<file path="src/rtl/srlc_dline_pkg.sv">
// Shared constants and sizing helpers for the cascaded-SRL delay line.
// Optional feature macro: SRLC_DLINE_SCAN_EN (see srlc_cascade_dline.sv).
package srlc_dline_pkg;

  // One SRLC32E primitive worth of storage.
  localparam int SEG_LEN = 32;

  // Ceiling log2; returns 0 for values <= 1.
  function automatic int clog2(input int value);
    int r;
    r = 0;
    while ((1 << r) < value) r++;
    return r;
  endfunction

  // Bits of storage per channel.
  function automatic int depth_of(input int segments);
    return segments * SEG_LEN;
  endfunction

  // Tap address width per channel.
  function automatic int addr_w_of(input int segments);
    return clog2(depth_of(segments));
  endfunction

  // Fill counter must hold 0..CHANNELS*DEPTH inclusive.
  function automatic int fill_w_of(input int channels, input int segments);
    return clog2(channels * depth_of(segments) + 1);
  endfunction

endpackage

</file>
<file path="src/rtl/srlc_cascade_dline_if.sv">
// Control/data bundle for the delay line: shift enable, serial data,
// chaining selects, tap load and the per-channel observation outputs.
interface srlc_cascade_dline_if #(
  parameter int CHANNELS = 4,
  parameter int ADDR_W   = 7
);
  logic                         ce;
  logic [CHANNELS-1:0]          din;
  logic [CHANNELS-1:0]          chain_sel;
  logic                         tap_we;
  logic [CHANNELS*ADDR_W-1:0]   tap_addr;
  logic [CHANNELS-1:0]          dout;
  logic [CHANNELS-1:0]          dout_valid;
  logic [CHANNELS-1:0]          q_last;

  modport master (
    output ce, din, chain_sel, tap_we, tap_addr,
    input  dout, dout_valid, q_last
  );

  modport slave (
    input  ce, din, chain_sel, tap_we, tap_addr,
    output dout, dout_valid, q_last
  );
endinterface

</file>
<file path="src/rtl/srlc_dline_chan.sv">
// One delay channel: DEPTH bits of shift storage (SEGMENTS SRL32 segments
// cascaded end-to-start, so a flat shift register), a clamped tap register,
// the tap read mux and the registered, validity-masked output.
module srlc_dline_chan #(
  parameter int DEPTH  = 128,
  parameter int ADDR_W = 7
) (
  input  logic              clk,
  input  logic              rst_n,
  input  logic              ce,
  input  logic              d,
  input  logic              tap_we,
  input  logic [ADDR_W-1:0] tap_in,
  input  logic              valid_n,
  output logic [ADDR_W-1:0] tap,
  output logic              q_last,
  output logic              dout,
  output logic              dout_valid
);

  logic [DEPTH-1:0]  mem;
  logic [ADDR_W-1:0] tap_clamped;
  logic              q;

  // Storage has no reset, like the SRL primitive; stale bits are hidden by dout_valid.
  always_ff @(posedge clk)
    if (ce) mem <= {mem[DEPTH-2:0], d};

  // Taps past the end (only possible when DEPTH is not a power of two) pin to the last bit.
  always_comb begin
    tap_clamped = tap_in;
    if (int'(tap_in) > DEPTH - 1) tap_clamped = ADDR_W'(DEPTH - 1);
  end

  // Tap register; the new tap steers the read mux from the next edge on.
  always_ff @(posedge clk or negedge rst_n)
    if (!rst_n)      tap <= '0;
    else if (tap_we) tap <= tap_clamped;

  assign q      = mem[tap];
  assign q_last = mem[DEPTH-1];

  // Output register re-samples every edge, regardless of ce.
  always_ff @(posedge clk or negedge rst_n)
    if (!rst_n) begin
      dout       <= 1'b0;
      dout_valid <= 1'b0;
    end else begin
      dout       <= valid_n & q;
      dout_valid <= valid_n;
    end

endmodule

</file>
<file path="src/rtl/srlc_cascade_dline.sv">
// Multi-channel variable-tap delay line. Each channel is fed by its own din
// or, when chained, by the previous channel's last storage bit, so a run of
// chained channels behaves as one longer line.
// Optional feature macro: SRLC_DLINE_SCAN_EN adds scan_stb/scan_so and a
// capture/shift register over the dout vector.
module srlc_cascade_dline
  import srlc_dline_pkg::*;
#(
  parameter int CHANNELS = 4,
  parameter int SEGMENTS = 4
) (
  input  logic clk,
  input  logic rst_n,
`ifdef SRLC_DLINE_SCAN_EN
  input  logic scan_stb,
  output logic scan_so,
`endif
  srlc_cascade_dline_if.slave bus
);

  localparam int DEPTH  = depth_of(SEGMENTS);
  localparam int ADDR_W = addr_w_of(SEGMENTS);
  localparam int FILL_W = fill_w_of(CHANNELS, SEGMENTS);
  localparam int RUN_W  = clog2(CHANNELS + 1);
  localparam logic [FILL_W-1:0] FILL_MAX = FILL_W'(CHANNELS * DEPTH);

  logic [CHANNELS-1:0]             d;
  logic [CHANNELS-1:0]             q_last;
  logic [CHANNELS-1:0]             dout;
  logic [CHANNELS-1:0]             dout_valid;
  logic [CHANNELS-1:0]             valid_n;
  logic [CHANNELS-1:0][ADDR_W-1:0] tap;
  logic [CHANNELS-1:0][RUN_W-1:0]  run;
  logic [FILL_W-1:0]               fill_cnt;

  // Counts shifts since reset, saturating once every channel could be full.
  always_ff @(posedge clk or negedge rst_n)
    if (!rst_n)
      fill_cnt <= '0;
    else if (bus.ce && fill_cnt != FILL_MAX)
      fill_cnt <= fill_cnt + FILL_W'(1);

  // Number of upstream channels feeding channel k through consecutive chain links.
  always_comb begin
    logic [RUN_W-1:0] acc;
    acc = '0;
    run = '0;
    for (int k = 0; k < CHANNELS; k++) begin
      if (k == 0)                acc = '0;
      else if (bus.chain_sel[k]) acc = acc + RUN_W'(1);
      else                       acc = '0;
      run[k] = acc;
    end
  end

  // A tap is trustworthy once enough shifts have passed through it and every chained stage ahead.
  always_comb begin
    valid_n = '0;
    for (int k = 0; k < CHANNELS; k++)
      valid_n[k] = fill_cnt > (FILL_W'(tap[k]) + FILL_W'(run[k]) * FILL_W'(DEPTH));
  end

  for (genvar k = 0; k < CHANNELS; k++) begin : g_ch
    if (k == 0) begin : g_head
      assign d[k] = bus.din[k];
    end else begin : g_link
      // Chain source is the pre-edge last bit of the neighbour, exactly like Q31->D.
      assign d[k] = bus.chain_sel[k] ? q_last[k-1] : bus.din[k];
    end

    srlc_dline_chan #(
      .DEPTH  (DEPTH),
      .ADDR_W (ADDR_W)
    ) u_chan (
      .clk        (clk),
      .rst_n      (rst_n),
      .ce         (bus.ce),
      .d          (d[k]),
      .tap_we     (bus.tap_we),
      .tap_in     (bus.tap_addr[k*ADDR_W +: ADDR_W]),
      .valid_n    (valid_n[k]),
      .tap        (tap[k]),
      .q_last     (q_last[k]),
      .dout       (dout[k]),
      .dout_valid (dout_valid[k])
    );
  end

  assign bus.dout       = dout;
  assign bus.dout_valid = dout_valid;
  assign bus.q_last     = q_last;

`ifdef SRLC_DLINE_SCAN_EN
  logic [CHANNELS-1:0] scan_reg;

  // Strobe snapshots dout; otherwise shift out MSB first with zero fill.
  always_ff @(posedge clk or negedge rst_n)
    if (!rst_n)        scan_reg <= '0;
    else if (scan_stb) scan_reg <= dout;
    else               scan_reg <= scan_reg << 1;

  assign scan_so = scan_reg[CHANNELS-1];
`endif

endmodule

</file>
<file path="src/flat_wrapper.sv">
// flat-port wrapper written by rule: the top's interface ports become plain ports
module srlc_cascade_dline_flat import srlc_dline_pkg::*;
#(
  parameter int CHANNELS = 4,
  parameter int SEGMENTS = 4
)
  (clk, rst_n, bus_ce, bus_din, bus_chain_sel, bus_tap_we, bus_tap_addr, bus_dout, bus_dout_valid, bus_q_last);
  srlc_cascade_dline_if #(.CHANNELS(CHANNELS), .ADDR_W((7))) bus_i ();
  input  logic clk;
  input  logic rst_n;
  input wire logic [$bits(bus_i.ce)-1:0] bus_ce;
  input wire logic [$bits(bus_i.din)-1:0] bus_din;
  input wire logic [$bits(bus_i.chain_sel)-1:0] bus_chain_sel;
  input wire logic [$bits(bus_i.tap_we)-1:0] bus_tap_we;
  input wire logic [$bits(bus_i.tap_addr)-1:0] bus_tap_addr;
  output wire logic [$bits(bus_i.dout)-1:0] bus_dout;
  output wire logic [$bits(bus_i.dout_valid)-1:0] bus_dout_valid;
  output wire logic [$bits(bus_i.q_last)-1:0] bus_q_last;
  assign bus_i.ce = bus_ce;
  assign bus_i.din = bus_din;
  assign bus_i.chain_sel = bus_chain_sel;
  assign bus_i.tap_we = bus_tap_we;
  assign bus_i.tap_addr = bus_tap_addr;
  assign bus_dout = bus_i.dout;
  assign bus_dout_valid = bus_i.dout_valid;
  assign bus_q_last = bus_i.q_last;
  srlc_cascade_dline #(.CHANNELS(CHANNELS), .SEGMENTS(SEGMENTS)) u_core (.clk(clk), .rst_n(rst_n), .bus(bus_i));
endmodule
</file>
<file path="config.mk">
export PLATFORM = sky130hd
export DESIGN_NAME = srlc_cascade_dline_flat
export DESIGN_NICKNAME = d
export VERILOG_FILES = /design/src/rtl/srlc_dline_pkg.sv /design/src/rtl/srlc_cascade_dline_if.sv /design/src/rtl/srlc_dline_chan.sv /design/src/rtl/srlc_cascade_dline.sv /design/src/flat_wrapper.sv
export SDC_FILE = /design/constraint.sdc
export NUM_CORES = 1
export LEC_CHECK = 0
export CELL_PAD_IN_SITES_DETAIL_PLACEMENT = 0
export CELL_PAD_IN_SITES_GLOBAL_PLACEMENT = 2
export CORE_MARGIN = 2
export CORE_UTILIZATION = 45
export DETAILED_ROUTE_END_ITERATION = 8
export DONT_BUFFER_PORTS = 1
export PLACE_DENSITY_LB_ADDON = 0.05
export SETUP_SLACK_MARGIN = 0.2
export SLEW_MARGIN = 20
export SYNTH_ARGS = -nofsm -noshare
export SYNTH_HDL_FRONTEND = slang
export SYNTH_SLANG_ARGS = --single-unit
</file>
<file path="constraint.sdc">
create_clock -name clk -period 3.38 [get_ports clk]
set_clock_uncertainty 0.2 [all_clocks]
set_input_delay 0.338 -clock clk [delete_from_list [all_inputs] [get_ports clk]]
set_output_delay 0.338 -clock clk [all_outputs]
set_load 0.02 [all_outputs]
</file>
==> key figures, run 1 <==
Outcome
  – Outcome: finished, violations left
  – Violated checks: negative hold slack, max-slew violations

Clock network
  – Total CTS buffers: 60
  – CTS tree: built
  – Root Buffer: clkbuf_16
  – Clock sink total: 558
  – Post-CTS Setup Repair Bufs: 0
  – Later-pin clock latency in the skew report: 0.61 ns
  – Hold Buf Count CTS: 88
  – CTS resizes: 0
  – H-tree lvl count: 2
  – Bufs on Longest Clock Path: 3
  – CTS clk-pin slew, worst paths: 0.06 ns

Final layout
  – Multi-input gate area: 0.005451 mm2
  – Area Growth Syn to Fin: 15.88%
  – Fin cells: 2085
  – Layout fillers: 4029
  – Layout cell share with drive strength beyond 1: 14.36%
  – Nets: 1450
  – Antenna diodes: 0
  – Sequential cell area: 0.01654 mm2

STA
  – Hold slack: -0.3318 ns
  – Final Slew Violations: 258
  – Final setup fails: 0
  – F_max: 355.6 MHz
  – RSZ-0062 raised after global routing: no
  – Final Hold Fails: 20
  – Accumulated negative setup slack: 0 ns
  – Period utilization: 83.21%
  – Tmin final: 2.813 ns
  – Relative slew slack: -17.72%
  – Slew @ Worst Pin: 1.766 ns

Logic synthesis
  – Sequential area share after synthesis: 73.63%
  – Simple-gate share of the synthesized area: 3.897%
  – Complex-gate fraction of the synthesized area: 4.878%
  – Synth async-reset ratio: 8.244%
  – Post-synth top area share: 68.50%
  – Synth Flop Type: edfxtp_1
  – Yosys warns: 0
  – Post-Synthesis Cells: 1259
  – Library cells used by synthesis: 53
  – Fraction of synthesized area in multiplexers: 13.10%
  – Post-synthesis adder-cell area fraction: 2.063%
  – Syn Nets: 1336
  – Average size of a mapped cell: 17.83 um2
  – Xor/xnor cell area share of the yosys netlist: 0.3512%
  – Post-Syn Area: 0.02245 mm2
  – Largest area contributor in the netlist: edfxtp_1
  – Post-synth EDFFs: 512
  – Largest cells by area after synthesis: edfxtp_1, mux4_2, mux2i_1
  – Main combinational cell family by area after synthesis: multiplexers
  – Yosys reg bits: 558

Floorplan
  – CORE AREA: 0.04905 mm2
  – Number of top-level pins: 52
  – Die H: 227.3 um
  – Standard-cell rows: 81
  – Die extent in x: 227.3 um
  – Die ar.: 0.05168 mm2
  – Starting density of the core: 45.76%

Pwr
  – Power per cell area: 632.6 mW/mm2
  – Sw Ratio: 23.46%
  – Fraction of power consumed by sequential logic: 51.9%
  – Pwr Total: 0.01645 W
  – Max VDD drop: 450.5 uV
  – Internal: 0.01259 W
  – Leakage power: 9.427 nW
  – Comb pwr share: 9.6%
  – Clock power share: 38.5%
  – Switch Pwr: 0.003861 W

Place
  – Placed wire-length estimate: 25920 um
  – GP Congestion: 0.7090
  – Placed insts: 1887
  – Port-buffer cells: 0

Detailed routing
  – Drt pass-1 iters: 5
  – Final Routed Wirelength: 45770 um
  – Mean routed wirelength per cell: 21.95 um
  – Via Count: 11530
  – # DRC: 0
  – Vias per cell: 5.529
  – Antenna-violating nets left: 0
  – 1st-iter DRT viols: 907

Worst setup path
  – CP max stage delay: 0.67 ns
  – Req. time, crit path: 3.67 ns
  – Crit path DAT: 3.10 ns
  – Crit path capture type: flop
  – Crit-path cells: mux4_2 -> a22oi_1 -> a31oi_1 -> or4_1 -> o311a_1 -> o21a_1
  – Critical path type: reg -> reg
  – Critical Path Fanout Max: 14
  – Startpoint type of the worst setup path: flop
  – CP max-delay cell: dfrtp_2

Global route
  – Number of global-route vias before repair: 11940
  – Largest net degree at the start of global routing: 516
  – GRT Util Overall: 18.13%
  – Initial antenna violation count: 1
  – Global-route wire length before repair: 71300 um
  – Total grt overflow: 0

Hold path
  – Worst min path class: in -> reg

Flow run
  – Max cap viols: 0
## worst paths after layout
path | start | end | slack, ns | cells after the start
min in group asynchronous | rst_n | u_core.g_ch[3].u_chan.tap[0] | 0.08 | 2
max in group asynchronous | rst_n | u_core.g_ch[2].u_chan.tap[0] | 2.58 | 2
hold reg to reg | u_core.g_ch[0].u_chan.mem[50] | u_core.g_ch[0].u_chan.mem[51] | 0.24 | 0
setup reg to reg | u_core.g_ch[1].u_chan.tap[0] | u_core.g_ch[1].u_chan.dout | 0.57 | 6
hold / removal | bus_ce | u_core.g_ch[1].u_chan.mem[55] | -0.33 | 0
setup / recovery | u_core.g_ch[1].u_chan.tap[0] | u_core.g_ch[1].u_chan.dout | 0.57 | 6
## per-layer routing
layer	vias up	track usage [%]	wire, um
met5	-	0	13
met4	2	5.334	901
met3	64	2.788	1650
met2	196	27.33	20620
met1	6013	27.40	22580
li1	5254	-	-
## sequential cells by signal (all words and copies together) (netlist names)
name and count:
u_core.fill_cnt 10, u_core.g_ch.u_chan.mem 512, u_core.g_ch.u_chan.dout 4, u_core.g_ch.u_chan.tap 28, u_core.g_ch.u_chan.dout_valid 4
## power groups by stage
stage          Combinational (W)  Sequential, W  Clock, W
5_1_grt                  0.00176        0.00860   0.00676
4_1_cts                  0.00160        0.00854   0.00653
3_5_place_dp             0.00146        0.00867         0
3_3_place_gp             0.00145        0.00866         0
2_1_floorplan            0.00128        0.00837         0
6_report                 0.00157        0.00854   0.00634
## placed cells by master (no fill, tap or decap), types with 15 or more instances in the layout
cell type / count
nand2_1: 75
dfrtp_1: 42
a21oi_1: 26
clkbuf_16: 61
a31oi_1: 16
nand4_1: 24
mux4_2: 64
ha_1: 37
nor2_1: 15
a22oi_1: 52
inv_1: 31
edfxtp_1: 512
dlygate4sd3_1: 86
mux2i_1: 134
o21ai_0: 33
buf_4: 26
clkbuf_8: 16
nand3_1: 30
## metrics by stage
step	util, %	instance area, um2	setup WS [ns]
final	53.02	26010	0.5675
after global routing	53.02	26010	0.4286
after CTS	53.02	26010	0.5511
after detailed placement	47.25	23180	0.5612
after global placement	47.25	23180	0.5531
after floorplan	-	22450	0.9672
## area by class of cell
class,instances,share of cell area [%]
sequential,558,63.58
multi-input combinational,604,20.96
tap,664,3.194
clock inverter,20,0.4618
inverter,33,0.4763
clock buffer,90,6.903
timing repair buffer,116,4.426
## critical path: cells and delay by family (launching register included)
kind            cells  cell delay (ns)
compound gates      4             0.70
flops               1             0.67
mux                 1             0.58
simple gates        1             0.51
## logic make-up after synthesis
kind of cell	count (synthesis)
compound gates	165
xor+xnor	9
mux	212
fa+ha+maj	37
simple gates	181
buf+inv	97
flops	558
## synth_stat cells, types with 2 or more instances
library cell,n
edfxtp_1,512
mux2i_1,134
nand2_1,75
mux4_2,64
a22oi_1,52
dfrtp_1,46
ha_1,37
o21ai_0,33
inv_1,31
nand3_1,30
a21oi_1,26
clkbuf_1,25
nand4_1,24
buf_4,19
a31oi_1,16
nor2_1,15
buf_2,14
mux2_2,14
nor2b_1,14
xnor2_1,7
a21o_1,6
nor3_1,6
o21a_1,6
a211oi_1,5
a22o_1,4
and2_1,4
buf_1,4
nand2b_1,4
a211o_1,2
a2bb2oi_1,2
and3_1,2
buf_6,2
o2111ai_1,2
o22ai_1,2
xor2_1,2
(Power assumes the default switching activity.)
==> run 2: changes to the inputs <==
--- a/config.mk
+++ b/config.mk
@@ -8,7 +8,7 @@
 export CELL_PAD_IN_SITES_DETAIL_PLACEMENT = 0
 export CELL_PAD_IN_SITES_GLOBAL_PLACEMENT = 2
 export CORE_MARGIN = 2
-export CORE_UTILIZATION = 45
+export CORE_UTILIZATION = 44
 export DETAILED_ROUTE_END_ITERATION = 8
 export DONT_BUFFER_PORTS = 1
 export PLACE_DENSITY_LB_ADDON = 0.05
==> constraint.sdc (replaced) <==
create_clock -name clk -period 2.5 [get_ports clk]
set_clock_uncertainty 0.2 [all_clocks]
set_input_delay 0.25 -clock clk [delete_from_list [all_inputs] [get_ports clk]]
set_output_delay 0.25 -clock clk [all_outputs]
set_load 0.02 [all_outputs]
==> key figures, run 2 (synthesis gave the netlist of run 1 again) <==
Outcome
  – Outcome: finished, violations left
  – Violated checks: negative hold slack, max-slew violations, negative setup slack

Detailed routing
  – Final Routed Wirelength: 45920 um (+0.33%)
  – Mean routed wirelength per cell: 21.38 um (-2.6%)
  – Via Count: 11710 (+1.6%)
  – Vias per cell: 5.452 (-1.4%)
  – Antenna-violating nets left: 0 (unchanged)
  – # DRC: 0 (unchanged)
  – Drt pass-1 iters: 5 (unchanged)
  – 1st-iter DRT viols: 815 (-10%)

STA
  – Tmin final: 2.749 ns
  – Final Hold Fails: 66 (+230%)
  – Final Slew Violations: 398 (+54%)
  – F_max: 363.8 MHz
  – Relative slew slack: -130.9% (-110 points)
  – Final setup fails: 152 (+152)
  – Hold slack: -0.4407 ns (-0.1089 ns)
  – RSZ-0062 raised after global routing: yes
  – Period utilization: 110.0%
  – Slew @ Worst Pin: 3.463 ns (+1.697 ns)
  – Fin worst setup slack: -0.2490 ns (-0.8165 ns)

Floorplan
  – Die extent in x: 229.9 um (+1.1%)
  – Standard-cell rows: 82 (+1.2%)
  – Die H: 229.9 um (+1.1%)
  – Starting density of the core: 44.65% (-1.1 points)
  – CORE AREA: 0.05027 mm2 (+2.5%)
  – Number of top-level pins: 52 (unchanged)
  – Die ar.: 0.05284 mm2 (+2.2%)

Clock network
  – Bufs on Longest Clock Path: 3 (unchanged)
  – Root Buffer: clkbuf_16
  – Later-pin clock latency in the skew report: 0.61 ns (about the same)
  – H-tree lvl count: 2 (unchanged)
  – Hold Buf Count CTS: 94 (+6.8%)
  – Total CTS buffers: 58 (-3.3%)
  – CTS tree: built
  – CTS clk-pin slew, worst paths: 0.06 ns (about the same)
  – Clock sink total: 558 (unchanged)

Place
  – Pre-CTS WS: 0.01071 ns (-0.5505 ns)
  – Port-buffer cells: 0 (unchanged)
  – GP Congestion: 0.7239 (+2.1%)
  – Placed insts: 1939 (+2.8%)
  – Placed wire-length estimate: 26670 um (+2.9%)

Global route
  – Initial antenna violation count: 1 (unchanged)
  – GRT Util Overall: 17.46% (-0.67 points)
  – Total grt overflow: 0 (unchanged)
  – Global-route wire length before repair: 71640 um (+0.46%)
  – Largest net degree at the start of global routing: 516 (unchanged)
  – Number of global-route vias before repair: 12160 (+1.8%)

Worst setup path
  – Critical Path Fanout Max: 515 (+501)
  – Critical path type: in -> reg
  – Crit path DAT: 1.89 ns (-1.21 ns)
  – Worst Setup SP: bus_ce
  – Reg2reg setup slack: 0.04 ns (-0.53 ns)
  – R2r startpoint: u_core.g_ch[1].u_chan.tap[0]
  – Worst reg2reg endpoint: u_core.g_ch[1].u_chan.dout
  – Critical Path Sink: u_core.g_ch[2].u_chan.mem[125]
  – Startpoint type of the worst setup path: input port
  – CP Depth: 0 (-6)
  – Crit path capture type: flop
  – Worst r2r path cells: 6 (unchanged)
  – Req. time, crit path: 1.64 ns (-2.03 ns)

Final layout
  – Max reg flops: 512 (unchanged)
  – Biggest regs: u_core.g_ch.u_chan.mem x512, u_core.g_ch.u_chan.tap x28, u_core.fill_cnt x10
  – Area Growth Syn to Fin: 18.86%
  – Layout cell share with drive strength beyond 1: 18.50% (+4.1 points)
  – Top reg by flops: u_core.g_ch.u_chan.mem
  – Fin cells: 2148 (+3.0%)
  – Layout fillers: 4090 (+1.5%)
  – Nets: 1503 (+3.7%)
  – Antenna diodes: 0 (unchanged)
  – Core Util, Final: 53.07% (about the same)
  – Most frequent cells in the layout: edfxtp_1, mux2i_1, dlygate4sd3_1
  – Most common cell after layout, fill and taps aside: edfxtp_1

Pwr
  – Max VDD drop: 536.1 uV (+19%)
  – Power per cell area: 853.6 mW/mm2 (+35%)
  – Leakage power: 9.766 nW (+3.6%)

Hold path
  – Hold path startpoint: bus_ce
  – Worst min path class: in -> reg

Flow run
  – Max cap viols: 0 (unchanged)
==> run 2: cell count changes in the layout (fill, tap and decap cells not counted), moves of 4 or more <==
cell	change
buf_6	+5
dlygate4sd3_1	+5
buf_12	+7
clkinv_2	+5
buf_4	+36
bufinv_16	+4
clkinv_1	-6
==> run 2: worst min path at each step <==
stage | endpoint | depth (start not counted)
floorplan | u_core.fill_cnt[0] | 0
global placement | u_core.g_ch[0].u_chan.tap[2] | 0
detailed placement | u_core.g_ch[0].u_chan.tap[2] | 0
CTS | u_core.g_ch[1].u_chan.mem[118] | 0
global route | u_core.g_ch[1].u_chan.mem[118] | 0
finish | u_core.g_ch[1].u_chan.mem[121] | 0
==> run 2: power breakdown <==
part / internal, W / switching [W]
Combinational: 0.00131 / 0.00122
Clock: 0.00518 / 0.00363
Sequential: 0.0109 / 0.000514
==> run 2: stage by stage <==
stage / area [um2] / total power, W / TNS [ns]
finish: 26680 / 0.02277 / -23.18
global route: 26680 / 0.02369 / -0.04259
CTS: 26590 / 0.02299 / 0
detailed placement: 23570 / 0.01387 / 0
global placement: 23570 / 0.01385 / 0
floorplan: 22450 / 0.01305 / 0
==> run 2: what timing repair did <==
item | 4_1_cts | 5_1_grt
setup buffers | 1 | 4
resized for setup | 11 | 10
pin swaps | 4 | 0
hold endpoints to repair | 599 | 512
endpoints found under the setup margin | 4 | 6
==> run 2: cell type report <==
| type | instances | area, um2 | area share [%] |
|---|---|---|---|
| sequential | 558 | 16540 | 61.99 |
| multi-input combinational | 604 | 5507 | 20.64 |
| timing repair buffer | 171 | 1710 | 6.411 |
| clock buffer | 83 | 1675 | 6.280 |
| tap | 672 | 840.8 | 3.152 |
| clock inverter | 27 | 282.8 | 1.060 |
| inverter | 33 | 123.9 | 0.4643 |
==> run 2: metal layers <==
layer	wire (um)	vias up	global-route usage [%]	share of wire [%]
met1	22750	6065	26.62	50
met5	0	-	0	0
li1	-	5367	-	-
met3	1633	71	2.753	3.6
met2	20440	208	25.84	45
met4	1094	0	5.403	2.4
==> run 3: changes to the inputs <==
--- a/config.mk
+++ b/config.mk
@@ -8,7 +8,7 @@
 export CELL_PAD_IN_SITES_DETAIL_PLACEMENT = 0
 export CELL_PAD_IN_SITES_GLOBAL_PLACEMENT = 2
 export CORE_MARGIN = 2
-export CORE_UTILIZATION = 44
+export CORE_UTILIZATION = 45
 export DETAILED_ROUTE_END_ITERATION = 8
 export DONT_BUFFER_PORTS = 1
 export PLACE_DENSITY_LB_ADDON = 0.05
@@ -16,4 +16,5 @@
 export SLEW_MARGIN = 20
 export SYNTH_ARGS = -nofsm -noshare
 export SYNTH_HDL_FRONTEND = slang
+export SYNTH_HIERARCHICAL = 1
 export SYNTH_SLANG_ARGS = --single-unit
==> key figures, run 3 <==
Worst setup path
  – Critical path type: reg -> reg
  – Crit-path cells: buf_12 -> mux4_2 -> a22oi_2 -> nand3_2 -> a2111oi_4 -> a41oi_2 -> a32o_1
  – Buf/Inv on CP: 1
  – Req. time, crit path: 2.79 ns (+1.15 ns)
  – CP max-delay cell: mux4_2
  – Critical Path Fanout Max: 6 (-99%)
  – Crit path max-delay family: compound AO/OA/AOI/OAI gates
  – CP max stage delay: 0.53 ns
  – Crit path DAT: 2.70 ns (+0.81 ns)
  – Crit path capture type: flop
  – Startpoint type of the worst setup path: flop

Detailed routing
  – # DRC: 0 (unchanged)
  – Vias per cell: 5.465 (+0.24%)
  – Via Count: 11560 (-1.3%)
  – Final Routed Wirelength: 46440 um (+1.1%)
  – 1st-iter DRT viols: 905 (+11%)
  – Antenna-violating nets left: 0 (unchanged)
  – Drt pass-1 iters: 5 (unchanged)
  – Mean routed wirelength per cell: 21.95 um (+2.7%)

Final layout
  – Most common cell after layout, fill and taps aside: edfxtp_1
  – Layout fillers: 4011 (-1.9%)
  – Area Growth Syn to Fin: 20.90%
  – Top reg by flops: u_core/g_ch.u_chan/mem
  – Most frequent cells in the layout: edfxtp_1, buf_4, mux2_2
  – Nets: 1470 (-2.2%)
  – Max reg flops: 512 (unchanged)
  – Core Util, Final: 54.94% (+1.9 points)
  – Biggest regs: u_core/g_ch.u_chan/mem x512, u_core/g_ch.u_chan/tap x28, u_core/fill_cnt x10
  – Layout cell share with drive strength beyond 1: 29.35% (+11 points)

Place
  – GP Congestion: 0.7308 (+0.95%)
  – Placed wire-length estimate: 27100 um (+1.6%)
  – Port-buffer cells: 0 (unchanged)
  – Pre-CTS WS: -0.1285 ns (-0.1392 ns)

Floorplan
  – Standard-cell rows: 82 (unchanged)
  – Die extent in x: 228.9 um (-0.44%)
  – Die H: 228.9 um (-0.44%)
  – Starting density of the core: 45.44% (+0.80 points)
  – CORE AREA: 0.05007 mm2 (-0.41%)
  – Number of top-level pins: 52 (unchanged)
  – Die ar.: 0.05238 mm2 (-0.87%)

Logic synthesis
  – Post-Synthesis Cells: 1180 (-6.3%)
  – Syn Nets: 1257 (-5.9%)
  – Post-synth EDFFs: 512 (unchanged)
  – Largest area contributor in the netlist: edfxtp_1
  – Synth Flop Type: edfxtp_1
  – Post-Syn Area: 0.02275 mm2 (+1.4%)
  – Post-synth top area share: 67.57% (-0.93 points)
  – Commonest cells post-synth: edfxtp_1, mux2_2, mux2i_1
  – Sequential area share after synthesis: 72.63% (-1.0 points)
  – Average size of a mapped cell: 19.28 um2 (+8.2%)
  – Synth async-reset ratio: 8.244% (unchanged)
  – Most common cell in the synthesized netlist: edfxtp_1
  – Largest cells by area after synthesis: edfxtp_1, dfrtp_1, mux4_2
  – Library cells used by synthesis: 53 (unchanged)
  – Yosys warns: 6 (+6)
  – Yosys reg bits: 558 (unchanged)

Clock network
  – Total CTS buffers: 58 (unchanged)
  – Later-pin clock latency in the skew report: 0.61 ns (about the same)
  – H-tree lvl count: 2 (unchanged)
  – Bufs on Longest Clock Path: 3 (unchanged)
  – CTS clk-pin slew, worst paths: 0.06 ns (about the same)
  – Clock sink total: 558 (unchanged)
  – Root Buffer: clkbuf_16
  – CTS tree: built
  – Hold Buf Count CTS: 72 (-23%)

Pwr
  – Pwr Total: 0.02319 W (+1.8%)
  – Leakage power: 9.967 nW (+2.1%)
  – Power per cell area: 843.0 mW/mm2 (-1.2%)
  – Max VDD drop: 627.6 uV (+17%)

STA
  – Relative slew slack: -53.27% (+78 points)
  – Period utilization: 96.68% (-13 points)
  – Slew @ Worst Pin: 2.299 ns (-1.164 ns)
  – Final Hold Fails: 89 (+35%)
  – Tmin final: 2.417 ns (-0.3320 ns)
  – RSZ-0062 raised after global routing: yes
  – Final Slew Violations: 336 (-16%)
  – Fin worst setup slack: 0.08299 ns (+0.3320 ns)
  – F_max: 413.7 MHz (+14%)
  – Hold slack: -0.3594 ns (+0.08125 ns)
  – Final setup fails: 0 (-100%)

Hold path
  – Worst min path class: in -> reg

Outcome
  – Outcome: finished, violations left
  – Violated checks: negative hold slack, max-slew violations

Global route
  – Total grt overflow: 0 (unchanged)
  – Initial antenna violation count: 5 (+4)
  – Global-route wire length before repair: 72260 um (+0.87%)
  – GRT Util Overall: 17.84% (+0.39 points)
  – Largest net degree at the start of global routing: 519 (+0.58%)
  – Number of global-route vias before repair: 12070 (-0.72%)

Flow run
  – Max cap viols: 0 (unchanged)
==> run 3: cell types whose count changed in the layout (fill, tap and decap cells not counted), moves of 18 or more <==
| cell | delta |
|---|---|
| mux2i_1 | -78 |
| mux2_2 | +61 |
| nand2_1 | -42 |
| buf_4 | +41 |
| o21ai_0 | -29 |
| a22oi_1 | -22 |
| dlygate4sd3_1 | -21 |
| mux4_1 | +18 |
==> run 3: report_power, final <==
part	leakage (nW)	switching, W	internal, W	total (W)
Clock	0.950	0.00360	0.00521	0.00881
Sequential	5.57	0.000443	0.0109	0.0114
Combinational	3.45	0.00137	0.00165	0.00302
Total	9.97	0.00542	0.0178	0.0232
==> run 3: kinds of logic (layout without fill, tap and decap cells) <==
kind of cell	Yosys count	after routing	synth area share, %
xor+xnor	9	9	0.3465
compound gates	116	116	3.976
mux	220	220	15.35
simple gates	161	161	3.789
other cells	0	3	0
flops	558	558	72.63
fa+ha+maj	37	37	2.035
buf+inv	79	340	1.875
==> run 3: worst paths after layout <==
path | from | endpoint | slack, ns | cells past startpoint
setup / recovery | u_core/g_ch[2].u_chan/tap[0] | u_core/g_ch[2].u_chan/dout | 0.08 | 7
hold / removal | bus_ce | u_core/g_ch[0].u_chan/mem[6] | -0.36 | 0
setup reg to reg | u_core/g_ch[2].u_chan/tap[0] | u_core/g_ch[2].u_chan/dout | 0.08 | 7
hold reg to reg | u_core/g_ch[2].u_chan/mem[11] | u_core/g_ch[2].u_chan/mem[12] | 0.24 | 0
max in group asynchronous | rst_n | u_core/g_ch[0].u_chan/tap[0] | 1.74 | 3
min in group asynchronous | rst_n | u_core/g_ch[1].u_chan/dout_valid | 0.03 | 3
==> run 3: per-layer routing <==
layer  routed length, um  vias to the layer above  track usage [%]
met5                  21                        -                0
met4                 838                        4            4.789
met3                1934                       67            3.144
met2               20980                      211            26.84
met1               22670                     6012            26.97
li1                    -                     5270                -
==> run 3: timing repair <==
| item | in CTS | in global routing |
|---|---|---|
| gates resized for setup | 75 | 20 |
| setup buffers | 16 | 4 |
| setup endpoints to repair | 4 | 5 |
| gates cloned | 5 | 0 |
| endpoints found under the hold margin | 600 | 512 |
| pin swaps | 24 | 6 |
==> run 3: worst reg2reg max path: stages (launching register included) <==
cell,delay [ns]
dfrtp_2,0.40
buf_12,0.15
mux4_2,0.54
a22oi_2,0.19
nand3_2,0.11
a2111oi_4,0.38
a41oi_2,0.09
a32o_1,0.25
==> run 3: cell type report <==
| class | instances | area, um2 | share of cell area (%) |
|---|---|---|---|
| clock inverter | 35 | 330.3 | 1.201 |
| sequential | 558 | 16530 | 60.11 |
| multi-input combinational | 543 | 6006 | 21.83 |
| inverter | 31 | 116.4 | 0.4230 |
| timing repair buffer | 201 | 2042 | 7.423 |
| clock buffer | 73 | 1632 | 5.931 |
| tap | 672 | 840.8 | 3.056 |
| antenna | 3 | 7.507 | 0.02729 |
==> run 3: through the flow <==
step                      instance area (um2)  setup TNS, ns  std cells  hold slack [ns]
after floorplan                         22750              0       1180          -0.2456
after global placement                  24140        -0.3215       1908          -0.2436
after detailed placement                24140        -0.3934       1908          -0.2436
after CTS                               27390              0       2109          -0.4220
after global routing                    27510              0       2116          -0.4086
final                                   27510              0       2116          -0.3594
